[config.mk]
export PLATFORM = sky130hd
export DESIGN_NAME = seq_mac_flat
export DESIGN_NICKNAME = d
export VERILOG_FILES = /design/src/rtl/seq_mac_if.sv /design/src/rtl/seq_mac.sv /design/src/flat_wrapper.sv
export SDC_FILE = /design/constraint.sdc
export NUM_CORES = 1
export LEC_CHECK = 0
export ABC_AREA = 1
export CAP_MARGIN = 25
export CORE_MARGIN = 1
export CORE_UTILIZATION = 35
export DETAILED_ROUTE_END_ITERATION = 8
export HOLD_SLACK_MARGIN = 0.06
export PLACE_DENSITY = 0.55
export SLEW_MARGIN = 10
export SYNTH_ARGS = -nofsm -noshare
export SYNTH_HDL_FRONTEND = slang
export SYNTH_SLANG_ARGS = --single-unit
[constraint.sdc]
create_clock -name clk -period 5.1 [get_ports clk]
set_input_delay 1.02 -clock clk [delete_from_list [all_inputs] [get_ports clk]]
set_output_delay 1.02 -clock clk [all_outputs]
set_load 0.005 [all_outputs]
[src/rtl/seq_mac_if.sv]
// Handshake and result bus between the matrix element sequencer and seq_mac.
// The sequencer drives the master side; seq_mac is the slave.
interface seq_mac_if #(
  parameter int unsigned WIDTH = 8,
  parameter int unsigned GUARD = 4
);
  localparam int unsigned ACC_W = 2 * WIDTH + GUARD;

  logic                    start;
  logic [1:0]              mode;
  logic signed [WIDTH-1:0] a;
  logic signed [WIDTH-1:0] b;
  logic                    busy;
  logic                    done;
  logic signed [WIDTH-1:0] prod;
  logic                    ovf;
  logic signed [ACC_W-1:0] acc;
  logic                    acc_sat;

  modport master (
    output start, mode, a, b,
    input  busy, done, prod, ovf, acc, acc_sat
  );

  modport slave (
    input  start, mode, a, b,
    output busy, done, prod, ovf, acc, acc_sat
  );
endinterface

[src/rtl/seq_mac.sv]
// Multi-cycle signed multiply-accumulate: radix-2 Booth multiplier, one step per
// cycle, feeding a guarded saturating accumulator and a saturated narrow result.
module seq_mac #(
  parameter int unsigned WIDTH = 8,
  parameter int unsigned GUARD = 4
) (
  input  logic     clk,
  input  logic     rst_n,
  seq_mac_if.slave mac
);

  localparam int unsigned ACC_W = 2 * WIDTH + GUARD;
  localparam int unsigned SUM_W = ACC_W + 1;
  localparam int unsigned PP_W  = 2 * WIDTH + 2;
  localparam int unsigned CNT_W = $clog2(WIDTH + 1);

  localparam logic [1:0] MODE_MUL  = 2'b00;
  localparam logic [1:0] MODE_MAC  = 2'b01;
  localparam logic [1:0] MODE_MSUB = 2'b10;
  localparam logic [1:0] MODE_CLR  = 2'b11;

  localparam logic signed [ACC_W-1:0] ACC_MAX  = {1'b0, {(ACC_W-1){1'b1}}};
  localparam logic signed [ACC_W-1:0] ACC_MIN  = {1'b1, {(ACC_W-1){1'b0}}};
  localparam logic signed [WIDTH-1:0] PROD_MAX = {1'b0, {(WIDTH-1){1'b1}}};
  localparam logic signed [WIDTH-1:0] PROD_MIN = {1'b1, {(WIDTH-1){1'b0}}};

  typedef enum logic [1:0] {
    ST_IDLE   = 2'd0,
    ST_CALC   = 2'd1,
    ST_FINISH = 2'd2
  } state_e;

  state_e                  state_q, state_d;
  logic [1:0]              mode_q, mode_d;
  logic signed [WIDTH-1:0] mcand_q, mcand_d;
  logic [PP_W-1:0]         pp_q, pp_d;
  logic [CNT_W-1:0]        cnt_q, cnt_d;
  logic                    busy_q, busy_d;
  logic                    done_q, done_d;
  logic signed [WIDTH-1:0] prod_q, prod_d;
  logic                    ovf_q, ovf_d;
  logic signed [ACC_W-1:0] acc_q, acc_d;
  logic                    acc_sat_q, acc_sat_d;

  logic signed [WIDTH:0]     m_ext, hi, hi_sum;
  logic [PP_W-1:0]           pp_step;
  logic signed [2*WIDTH-1:0] prod_full;
  logic signed [SUM_W-1:0]   p_ext, acc_ext, sum_r;
  logic                      acc_clamp;
  logic signed [ACC_W-1:0]   acc_new;
  logic [ACC_W-WIDTH:0]      upper;
  logic                      prod_fits;
  logic signed [WIDTH-1:0]   prod_new;

  // State and datapath registers
  always_ff @(posedge clk or negedge rst_n) begin
    if (!rst_n) begin
      state_q   <= ST_IDLE;
      mode_q    <= MODE_MUL;
      mcand_q   <= '0;
      pp_q      <= '0;
      cnt_q     <= '0;
      busy_q    <= 1'b0;
      done_q    <= 1'b0;
      prod_q    <= '0;
      ovf_q     <= 1'b0;
      acc_q     <= '0;
      acc_sat_q <= 1'b0;
    end else begin
      state_q   <= state_d;
      mode_q    <= mode_d;
      mcand_q   <= mcand_d;
      pp_q      <= pp_d;
      cnt_q     <= cnt_d;
      busy_q    <= busy_d;
      done_q    <= done_d;
      prod_q    <= prod_d;
      ovf_q     <= ovf_d;
      acc_q     <= acc_d;
      acc_sat_q <= acc_sat_d;
    end
  end

  // Next-state logic
  always_comb begin
    state_d = state_q;
    case (state_q)
      ST_IDLE:   if (mac.start && (mac.mode != MODE_CLR)) state_d = ST_CALC;
      ST_CALC:   if (cnt_q == CNT_W'(WIDTH - 1)) state_d = ST_FINISH;
      ST_FINISH: state_d = ST_IDLE;
      default:   state_d = ST_IDLE;
    endcase
  end

  // Booth step on {hi, lo, q-1}; hi carries one extra bit so -M of the most negative multiplicand fits
  always_comb begin
    m_ext = {mcand_q[WIDTH-1], mcand_q};
    hi    = pp_q[PP_W-1:WIDTH+1];
    case (pp_q[1:0])
      2'b01:   hi_sum = hi + m_ext;
      2'b10:   hi_sum = hi - m_ext;
      default: hi_sum = hi;
    endcase
    pp_step   = $signed({hi_sum, pp_q[WIDTH:0]}) >>> 1;
    prod_full = pp_q[2*WIDTH:1];

    p_ext   = SUM_W'(prod_full);
    acc_ext = SUM_W'(acc_q);
    case (mode_q)
      MODE_MAC:  sum_r = acc_ext + p_ext;
      MODE_MSUB: sum_r = acc_ext - p_ext;
      default:   sum_r = p_ext;
    endcase

    // One spare sum bit is enough to detect leaving the ACC_W signed range
    acc_clamp = sum_r[SUM_W-1] ^ sum_r[SUM_W-2];
    if (acc_clamp) acc_new = sum_r[SUM_W-1] ? ACC_MIN : ACC_MAX;
    else           acc_new = sum_r[ACC_W-1:0];

    upper     = acc_new[ACC_W-1:WIDTH-1];
    prod_fits = (&upper) | ~(|upper);
    if (prod_fits) prod_new = acc_new[WIDTH-1:0];
    else           prod_new = acc_new[ACC_W-1] ? PROD_MIN : PROD_MAX;
  end

  // Output and datapath next values
  always_comb begin
    mode_d    = mode_q;
    mcand_d   = mcand_q;
    pp_d      = pp_q;
    cnt_d     = cnt_q;
    done_d    = 1'b0;
    prod_d    = prod_q;
    ovf_d     = ovf_q;
    acc_d     = acc_q;
    acc_sat_d = acc_sat_q;
    busy_d    = (state_d != ST_IDLE);
    case (state_q)
      ST_IDLE: begin
        if (mac.start) begin
          if (mac.mode == MODE_CLR) begin
            acc_d     = '0;
            acc_sat_d = 1'b0;
            prod_d    = '0;
            ovf_d     = 1'b0;
            done_d    = 1'b1;
          end else begin
            mode_d  = mac.mode;
            mcand_d = mac.a;
            pp_d    = {(WIDTH + 1)'(0), mac.b, 1'b0};
            cnt_d   = '0;
          end
        end
      end
      ST_CALC: begin
        pp_d  = pp_step;
        cnt_d = cnt_q + CNT_W'(1);
      end
      ST_FINISH: begin
        acc_d     = acc_new;
        acc_sat_d = (mode_q == MODE_MUL) ? 1'b0 : (acc_sat_q | acc_clamp);
        prod_d    = prod_new;
        ovf_d     = ~prod_fits;
        done_d    = 1'b1;
      end
      default: ;
    endcase
  end

  assign mac.busy    = busy_q;
  assign mac.done    = done_q;
  assign mac.prod    = prod_q;
  assign mac.ovf     = ovf_q;
  assign mac.acc     = acc_q;
  assign mac.acc_sat = acc_sat_q;

endmodule
[src/flat_wrapper.sv]
// flat-port wrapper written by rule: the top's interface ports become plain ports
module seq_mac_flat 
#(
  parameter int unsigned WIDTH = 8,
  parameter int unsigned GUARD = 4
)
  (clk, rst_n, mac_start, mac_mode, mac_a, mac_b, mac_busy, mac_done, mac_prod, mac_ovf, mac_acc, mac_acc_sat);
  seq_mac_if #(.WIDTH(WIDTH), .GUARD(GUARD)) mac_i ();
  input  logic clk;
  input  logic rst_n;
  input wire logic [$bits(mac_i.start)-1:0] mac_start;
  input wire logic [$bits(mac_i.mode)-1:0] mac_mode;
  input wire logic [$bits(mac_i.a)-1:0] mac_a;
  input wire logic [$bits(mac_i.b)-1:0] mac_b;
  output wire logic [$bits(mac_i.busy)-1:0] mac_busy;
  output wire logic [$bits(mac_i.done)-1:0] mac_done;
  output wire logic [$bits(mac_i.prod)-1:0] mac_prod;
  output wire logic [$bits(mac_i.ovf)-1:0] mac_ovf;
  output wire logic [$bits(mac_i.acc)-1:0] mac_acc;
  output wire logic [$bits(mac_i.acc_sat)-1:0] mac_acc_sat;
  assign mac_i.start = mac_start;
  assign mac_i.mode = mac_mode;
  assign mac_i.a = mac_a;
  assign mac_i.b = mac_b;
  assign mac_busy = mac_i.busy;
  assign mac_done = mac_i.done;
  assign mac_prod = mac_i.prod;
  assign mac_ovf = mac_i.ovf;
  assign mac_acc = mac_i.acc;
  assign mac_acc_sat = mac_i.acc_sat;
  seq_mac #(.WIDTH(WIDTH), .GUARD(GUARD)) u_core (.clk(clk), .rst_n(rst_n), .mac(mac_i));
endmodule
# Yosys cells after proc, flatten, opt, wreduce, memory -nomap -nowiden

Index checks and enable logic that the tools add are counted.
W data, S select, Z words.

Output and inout bits: 32
Register bits after elaboration: 66
Input port bits: 21
Logic and storage cells: 74

Bitwise operators: 6
Equal/unequal tests: 12
$add $sub $neg: 5
Reduce and logical (&&, ||, !) cells: 11
Muxes and demuxes: 29

Operator list:

| cell                  | number |
|---|---|
| $mux W20              | 4 |
| $pmux W21 S2          | 1 |
| $pmux W20 S2          | 1 |
| $mux W18              | 2 |
| $pmux W18 S2          | 1 |
| $mux W8               | 4 |
| $add A20 B16 Y21      | 1 |
| $sub A20 B16 Y21      | 1 |
| $pmux W9 S2           | 1 |
| $pmux W8 S2           | 1 |
| $reduce_and A13 Y1    | 1 |
| $reduce_or A13 Y1     | 1 |
| $add A9 B8 Y9         | 1 |
| $reduce_and A3 Y1     | 3 |
| $sub A9 B8 Y9         | 1 |
| $eq A2 B2 Y1 const B  | 4 |
| $mux W4               | 2 |
| $pmux W4 S2           | 1 |
| $eq A2 B1 Y1 const B  | 3 |
| $ne A2 B2 Y1 const B  | 3 |
| $pmux W1 S2           | 3 |
| $reduce_bool A2 Y1    | 3 |
| $mux W1               | 5 |
| $add A4 B1 Y4 const B | 1 |
| other kinds (9)       | 14 |

# Longest topological paths before layout

Gate-level depths: netlist of run 1.

Depth in word-level cells: 9
Gate-level depth with buffers: 32

# Least setup slack after synthesis of run 1

Ideal clock, no wire load.

Path kind: register to register
From: reg u_core.pp_q[3]
To: reg u_core.prod_q[2], in the netlist u_core.mac.prod[2]
Stages on the path, launching flop included: 29
Data required time: 4982 ps
Library setup time: 118 ps
Data arrival time: 3508 ps
Path buffers: 1
Path slack: 1474 ps
Cell sequence: dfrtp_1 > nor3_1 > nand3_1 > nor3_1 > nand3_1 > nor3_1 > nand4_1 > nand2_1 > nand2_1 > o21a_1 > nor2_1 > ha_1 > a21oi_1 > nand2_1 > a21oi_1 > nand2_1 > nor2_2 > nand3_1 > nand3_2 > nand3_4 > buf_6 > nand2_2 > nand3_1 > nor2_1 > nand3_1 > nand2_4 > nand2_1 > nand3_1 > nand2_1

Longest elaborated chain between the ends: 9

Ends and longest elaborated chain:

| item                                                        | line                           | source |
|---|---|---|
| start: declaration                                          | seq_mac.sv:36                  | `logic [PP_W-1:0] pp_q, pp_d;` |
| start signal: assignment                                    | seq_mac.sv:73                  | `pp_q <= pp_d;` |
| $sub A20 B16 Y21 / $add A20 B16 Y21 (equally long branches) | seq_mac.sv:111, seq_mac.sv:110 |  |
| $pmux W21 S2 (*)                                            | seq_mac.sv:109                 | `case (mode_q)` |
| $mux W20 / $xor A1 B1 Y1 (equally long branches)            | seq_mac.sv:117, seq_mac.sv:116 |  |
| $mux W20 (*)                                                | seq_mac.sv:117                 | `if (acc_clamp) acc_new = sum_r[SUM_W-1] ? ACC_MIN : ACC_MAX;` |
| $reduce_or A13 Y1                                           | seq_mac.sv:121                 | `prod_fits = (&upper) \| ~(\|upper);` |
| $not A1 Y1                                                  | seq_mac.sv:121                 |  |
| $or A1 B1 Y1                                                | seq_mac.sv:121                 |  |
| $mux W8 (*)                                                 | seq_mac.sv:122                 | `if (prod_fits) prod_new = acc_new[WIDTH-1:0];` |
| $pmux W8 S2 (*)                                             | seq_mac.sv:138                 | `case (state_q)` |
| end signal: assignment                                      | seq_mac.sv:77                  | `prod_q <= prod_d;` |
| end: declaration                                            | seq_mac.sv:40                  | `logic signed [WIDTH-1:0] prod_q, prod_d;` |

Every way passes the cells marked *; elsewhere a longest branch is shown, timed or not.
A chain may end at the register's enable or synchronous reset.

# Final worst setup path of run 1

Ends and elaborated chain as after synthesis.

==> impl_results.md, run 1 <==
- Vias per cell: 5.01
- H-tree levels: 3
- Routed Antenna Nets: 0
- Hold Startpoint: u_core.mac.prod[4]$_DFFE_PN0P_
- CTS buffer count: 9
- Distinct cells, synth: 43
- Slew Limit Fails: 0
- Antenna violations before repair: 0
- NumNets Final: 909
- Worst Setup SP: u_core.pp_q[3]$_DFFE_PN0P_
- CORE AREA: 0.0147 mm2
- Fill count: 1592
- Largest net degree at the start of global routing: 36
- Asr flop ratio synth: 1.00
- Endpoints failing setup: 0
- Crit path DAT: 4.70 ns
- Synth Net Count: 854
- Met3 Use GR: 0.0351
- Most frequent cells in the layout: 229 x nand2_1, 113 x inv_1, 75 x nor2_1, 65 x dfrtp_1, 59 x o21ai_0
- Most common cell after layout, fill and taps aside: nand2_1
- Worst-path fanout max: 20
- Die width: 126 um
- First-pass GRT wire length: 26600 um
- Tightest Pin Transition: 0.984 ns
- Relative slew slack: 0.341
- Syn avg cell area: 6.70 um2
- Number of antenna diodes: 0
- Status: finished, violations left
- Standard-cell row count: 44
- Post-Synthesis Cells: 797
- Total GRT Usage: 0.217
- Most used cell, CP: nand2_1
- Cell taking the most area after synthesis: dfrtp_1
- Post-cts resize count: 0
- Period utilization: 0.868
- Vias in the first global route: 5063
- Place WS: 0.754 ns
- DRC Markers: 2
- Max Buffers Root-to-Sink: 2
- Min-Delay Path Class: reg2reg
- Final global-route overflow total: 0
- CTS tree: done
- Max Freq: 0.226 GHz
- GPL Wtd Cong: 0.938
- Yosys top cell area share: 0.305
- PortBufs: 52
- Startpoint Class: flop
- DR iter-0 viols: 279
- Initial Util: 0.363
- Crit-path slowest cell: dfrtp_1
- Worst EP required: 5.38 ns
- GR Util met2: 0.334
- Wire per inst: 15.4 um
- Clk slew on worst S/H paths: 0.06 ns
- Violated checks: design-rule violations
- Worst Skew: 0.0164 ns
- RSZ-0062 raised after global routing: no
- Synthesized cell area: 0.00534 mm2
- Post-synthesis register bit count: 65
- Die Ht: 126 um
- Gr busiest metal: met2
- Grt met1 use: 0.298
- Via count: 5212
- Layout cells sized above 1: 0.0677
- Setup Buffers After CTS: 0
- CTS sink cnt: 65
- EDFF count, synth: 0
- # hold bufs at CTS: 0
- Crit. End Element: flop
- Area grow syn2layout: 20.4%
- Crit path largest cell delay: 0.41 ns
- Top_reg_cell synth: dfrtp_1
- Max-Cap Viols: 0
- CTS Root Cell: clkbuf_16
- DP Wirelength: 12900 um
- Hold Fails Final Rpt: 0
- Die area: 0.0158 mm2
- DR pass1 iterations: 8
- Total Neg Setup Slack: 0 ns
- Crit path time final: 4.43 ns
- CP Class: reg2reg
- Most area-consuming cells after synthesis: dfrtp_1 30%, nand2_1 16%, ha_1 8.0%
- Final wirelength: 16100 um
- I/O pins: 53
- Seq/Total Area, Yosys: 0.305
- Yosys Warn Count: 0
- Setup slack after layout: 0.675 ns
- Clk_lat worst skew: 0.34 ns
- Origin of the critical flop-to-flop path: u_core.pp_q[3]$_DFFE_PN0P_
==> metal layers <==
layer	vias to the layer above	wire length [um]	share of wire
met5	-	0	0
met1	2356	7820	0.49
met2	136	7100	0.44
met4	0	563	0.035
li1	2694	-	-
met3	26	584	0.036
==> sequential cells by signal, indices dropped and copies added, names as in the netlist <==
register            flops
u_core.mac.acc         20
u_core.mac.prod         8
u_core.pp_q            17
u_core.mac.done         1
u_core.cnt_q            4
u_core.mac.acc_sat      1
u_core.mac.ovf          1
u_core.mcand_q          8
u_core.mode_q           2
u_core.state_q          2
u_core.mac.busy         1
==> cells in the mapped netlist (2+ instances only) <==
cell      count
nor2_2        5
o21ai_0      59
nand3_1      44
a211oi_1      2
nand2_2       9
ha_1         34
nand4_1      10
nand3_2       5
xor2_1       23
fa_1          2
nor4_1        2
a32o_1        2
xnor2_1       4
clkinv_1      3
a22o_1        2
buf_6         2
clkbuf_1     13
o31ai_1       2
a31oi_1       2
buf_2         2
inv_2         5
dfrtp_1      65
o21bai_1      6
nand2_1     229
o221ai_1      5
nor3_1        5
a21oi_1      40
nand3b_1      2
o21a_1        2
nor2_1       76
a221oi_1      3
inv_1       113
o22ai_1       9
==> layout make-up <==
type                       instances  area [um2]  area share
clock inverter                     6         115      0.0179
clock buffer                      10         239      0.0372
multi-input combinational        594        3180       0.495
timing repair buffer              61         583      0.0907
sequential                        65        1630       0.253
tap                              184         230      0.0358
inverter                         121         454      0.0707
==> cells by family (layout without fill, tap and decap cells) <==
logic type,count (synthesis),in the layout,share of synthesized area
xor+xnor,27,27,0.0443
buf+inv,138,198,0.100
compound gates,137,137,0.147
flops,65,65,0.305
fa+ha+maj,36,36,0.0872
simple gates,394,394,0.316
==> through the flow <==
stage	util	instances	hold slack [ns]	instance area, um2
floorplan	-	797	0.451	5340
global placement	0.413	1024	0.470	6070
detailed placement	0.413	1025	0.469	6070
CTS	0.437	1041	0.486	6430
global route	0.437	1041	0.497	6430
finish	0.437	1041	0.478	6430
==> worst max-delay path: cells and delay by family, from the launching register on <==
| family | cells | cell delay, ns |
|---|---|---|
| AO/OA/AOI/OAI | 3 | 0.57 |
| adder cells (fa/ha/maj) | 1 | 0.28 |
| AND/OR/NAND/NOR | 24 | 3.08 |
| flip-flops | 1 | 0.41 |
==> worst paths after layout <==
kind	end	slack [ns]	depth (start not counted)
setup / recovery	u_core.mac.prod[2]$_DFFE_PN0P_	0.67	28
hold / removal	u_core.mac.prod[4]$_DFFE_PN0P_	0.48	2
setup reg to reg	u_core.mac.prod[2]$_DFFE_PN0P_	0.67	28
hold reg to reg	u_core.mac.prod[4]$_DFFE_PN0P_	0.48	2
max in group asynchronous	u_core.mac.acc[13]$_DFFE_PN0P_	3.42	2
min in group asynchronous	u_core.mac.prod[4]$_DFFE_PN0P_	0.76	1
Power of run 1 is left out: the tool's default activity adds up to more than one toggle a clock period on the data nets, which glitch-free logic cannot reach.
==> inputs of run 2 (changes only) <==
Settings changed: CELL_PAD_IN_SITES_DETAIL_PLACEMENT from default to 0, CELL_PAD_IN_SITES_GLOBAL_PLACEMENT from default to 1, CTS_BUF_LIST from default to sky130_fd_sc_hd__clkbuf_16, PLACE_DENSITY 0.55 to 0.72.
==> run 2 against run 1 <==
The flow still finishes with violations (design-rule violations). Flip-flop and latch count did not move. Utilization shrank 0.60 points. Final cell count is 0.19% lower. Via count is 1.4% higher. Non-clock buffer count fell by 2. Die area unchanged. Routed wire length rose by 3.4%. Sequential share of layout area grew 0.35 points. Design area is 1.4% lower. Clock skew is 0.012 ns lower. Count of clock-buffer cells in the layout down 1. Maximum frequency shrank 0.34%.
==> impl_results.md, run 2 (same netlist as run 1, synthesis figures left out) <==
- Status: finished, violations left
- Violated checks: design-rule violations
- Vias in the first global route: 5255 (+3.8%)
- Place WS: 0.599 ns (-0.155 ns)
- Max Buffers Root-to-Sink: 2 (unchanged)
- Number of antenna diodes: 0 (unchanged)
- Tightest Pin Transition: 0.973 ns (-0.0112 ns)
- Total GRT Usage: 0.223 (+0.00615)
- Fill count: 1580 (-0.75%)
- Endpoints failing setup: 0 (unchanged)
- Most common cell after layout, fill and taps aside: nand2_1
- CTS Root Cell: clkbuf_16
- Clk slew on worst S/H paths: 0.06 ns (about the same)
- DP Wirelength: 13300 um (+3.5%)
- Standard-cell row count: 44 (unchanged)
- Largest net degree at the start of global routing: 39 (+8.3%)
- DR pass1 iterations: 7 (-1)
- Max reg flops: 20 (unchanged)
- # hold bufs at CTS: 0 (unchanged)
- Die area: 0.0158 mm2 (unchanged)
- Area grow syn2layout: 18.7%
- Antenna violations before repair: 0 (unchanged)
- CP Class: reg2reg
- Most frequent cells in the layout: 229 x nand2_1, 114 x inv_1, 75 x nor2_1, 65 x dfrtp_1, 59 x o21ai_0
- DR iter-0 viols: 340 (+22%)
- Hold Fails Final Rpt: 0 (unchanged)
- CTS buffer count: 9 (unchanged)
- Worst Skew: 0.00491 ns (-0.0115 ns)
- DRC Markers: 2 (unchanged)
- NumNets Final: 907 (-0.22%)
- Die width: 126 um (unchanged)
- CORE AREA: 0.0147 mm2 (unchanged)
- Slew Limit Fails: 0 (unchanged)
- Max Freq: 0.225 GHz (-0.34%)
- Die Ht: 126 um (unchanged)
- CTS sink cnt: 65 (unchanged)
- Worst-path fanout max: 17 (-15%)
- Startpoint Class: flop
- Worst EP required: 5.33 ns (-0.05 ns)
- Max-Cap Viols: 0 (unchanged)
- H-tree levels: 3 (unchanged)
- PortBufs: 52 (unchanged)
- Setup slack after layout: 0.660 ns (-0.0151 ns)
- Clk_lat worst skew: 0.34 ns (about the same)
- Crit. End Element: flop
- Layout cells sized above 1: 0.0643 (-0.00335)
- RSZ-0062 raised after global routing: no
- Initial Util: 0.363 (unchanged)
- Min-Delay Path Class: reg2reg
- Final global-route overflow total: 0 (unchanged)
- Period utilization: 0.871 (+0.00296)
- Final wirelength: 16600 um (+3.4%)
- Relative slew slack: 0.350 (+0.00918)
- Vias per cell: 5.09 (+1.6%)
- GPL Wtd Cong: 0.879 (-6.3%)
- Routed Antenna Nets: 0 (unchanged)
- Crit path DAT: 4.67 ns (-0.03 ns)
- First-pass GRT wire length: 27400 um (+2.9%)
- Via count: 5287 (+1.4%)
- Total Neg Setup Slack: 0 ns (unchanged)
- Crit path time final: 4.44 ns (+0.0151 ns)
- I/O pins: 53 (unchanged)
- CTS tree: done
- R2r setup slk: 0.66 ns (-0.02 ns)
- Wire per inst: 16.0 um (+3.6%)
## run 2: area by class of cell
class | instances | area (um2) | area share
clock inverter | 7 | 47.5 | 0.00750
timing repair buffer | 59 | 568 | 0.0896
inverter | 121 | 454 | 0.0717
multi-input combinational | 594 | 3190 | 0.503
tap | 184 | 230 | 0.0363
sequential | 65 | 1630 | 0.257
clock buffer | 9 | 225 | 0.0355
## run 2: through the flow
step | instance area [um2] | cells | hold slack (ns) | utilization
after global placement | 6050 | 1022 | 0.470 | 0.412
after detailed placement | 6050 | 1022 | 0.473 | 0.412
after CTS | 6320 | 1038 | 0.487 | 0.430
after global routing | 6340 | 1039 | 0.525 | 0.431
after floorplan | 5340 | 797 | 0.451 | -
final | 6340 | 1039 | 0.484 | 0.431
## run 2: worst paths after layout
check	cells past startpoint	start	endpoint
worst max-delay path	27	u_core.pp_q[3]$_DFFE_PN0P_	u_core.mac.prod[2]$_DFFE_PN0P_
min in group asynchronous	1	rst_n	u_core.mcand_q[3]$_DFFE_PN0P_
worst min-delay path	2	u_core.mac.prod[7]$_DFFE_PN0P_	u_core.mac.prod[7]$_DFFE_PN0P_
worst max register to register	27	u_core.pp_q[3]$_DFFE_PN0P_	u_core.mac.prod[2]$_DFFE_PN0P_
worst min register to register	2	u_core.mac.prod[7]$_DFFE_PN0P_	u_core.mac.prod[7]$_DFFE_PN0P_
max in group asynchronous	2	rst_n	u_core.mac.acc[17]$_DFFE_PN0P_
## run 2: timing repair
| action | 4_1_cts | 5_1_grt |
|---|---|---|
| setup endpoints to repair | 0 | 6 |
| gates resized for setup | 0 | 1 |
| buffers inserted | 0 | 0 |
| hold endpoints to repair | 0 | 0 |
## run 2: worst max-delay path, cell delays in order, from the launching register on
cell and delay (ns):
dfrtp_1 0.41, nor3_1 0.28, nand3_1 0.13, nor3_1 0.24
nand3_1 0.14, nor3_1 0.29, nand4_1 0.19, nand2_1 0.10
nand2_1 0.05, o21a_1 0.14, nor2_1 0.11, ha_1 0.29
a21oi_1 0.19, nand2_1 0.10, a21oi_1 0.20, nand2_1 0.09
nor2_2 0.10, nand3_1 0.10, nand3_2 0.11, nand3_4 0.20
nand2_2 0.18, nand3_1 0.08, nor2_1 0.13, nand3_1 0.14
nand2_4 0.14, nand2_1 0.06, nand3_1 0.07, nand2_1 0.05
## run 2: per-layer routing
metal / vias up / GRT usage / wire length [um]
met2: 107 / 0.355 / 7530
met1: 2481 / 0.309 / 8240
met3: 14 / 0.0342 / 572
li1: 2685 / - / -
met5: - / 0 / 0
met4: 0 / 0.0725 / 272
Power of run 2 is left out for the same reason.
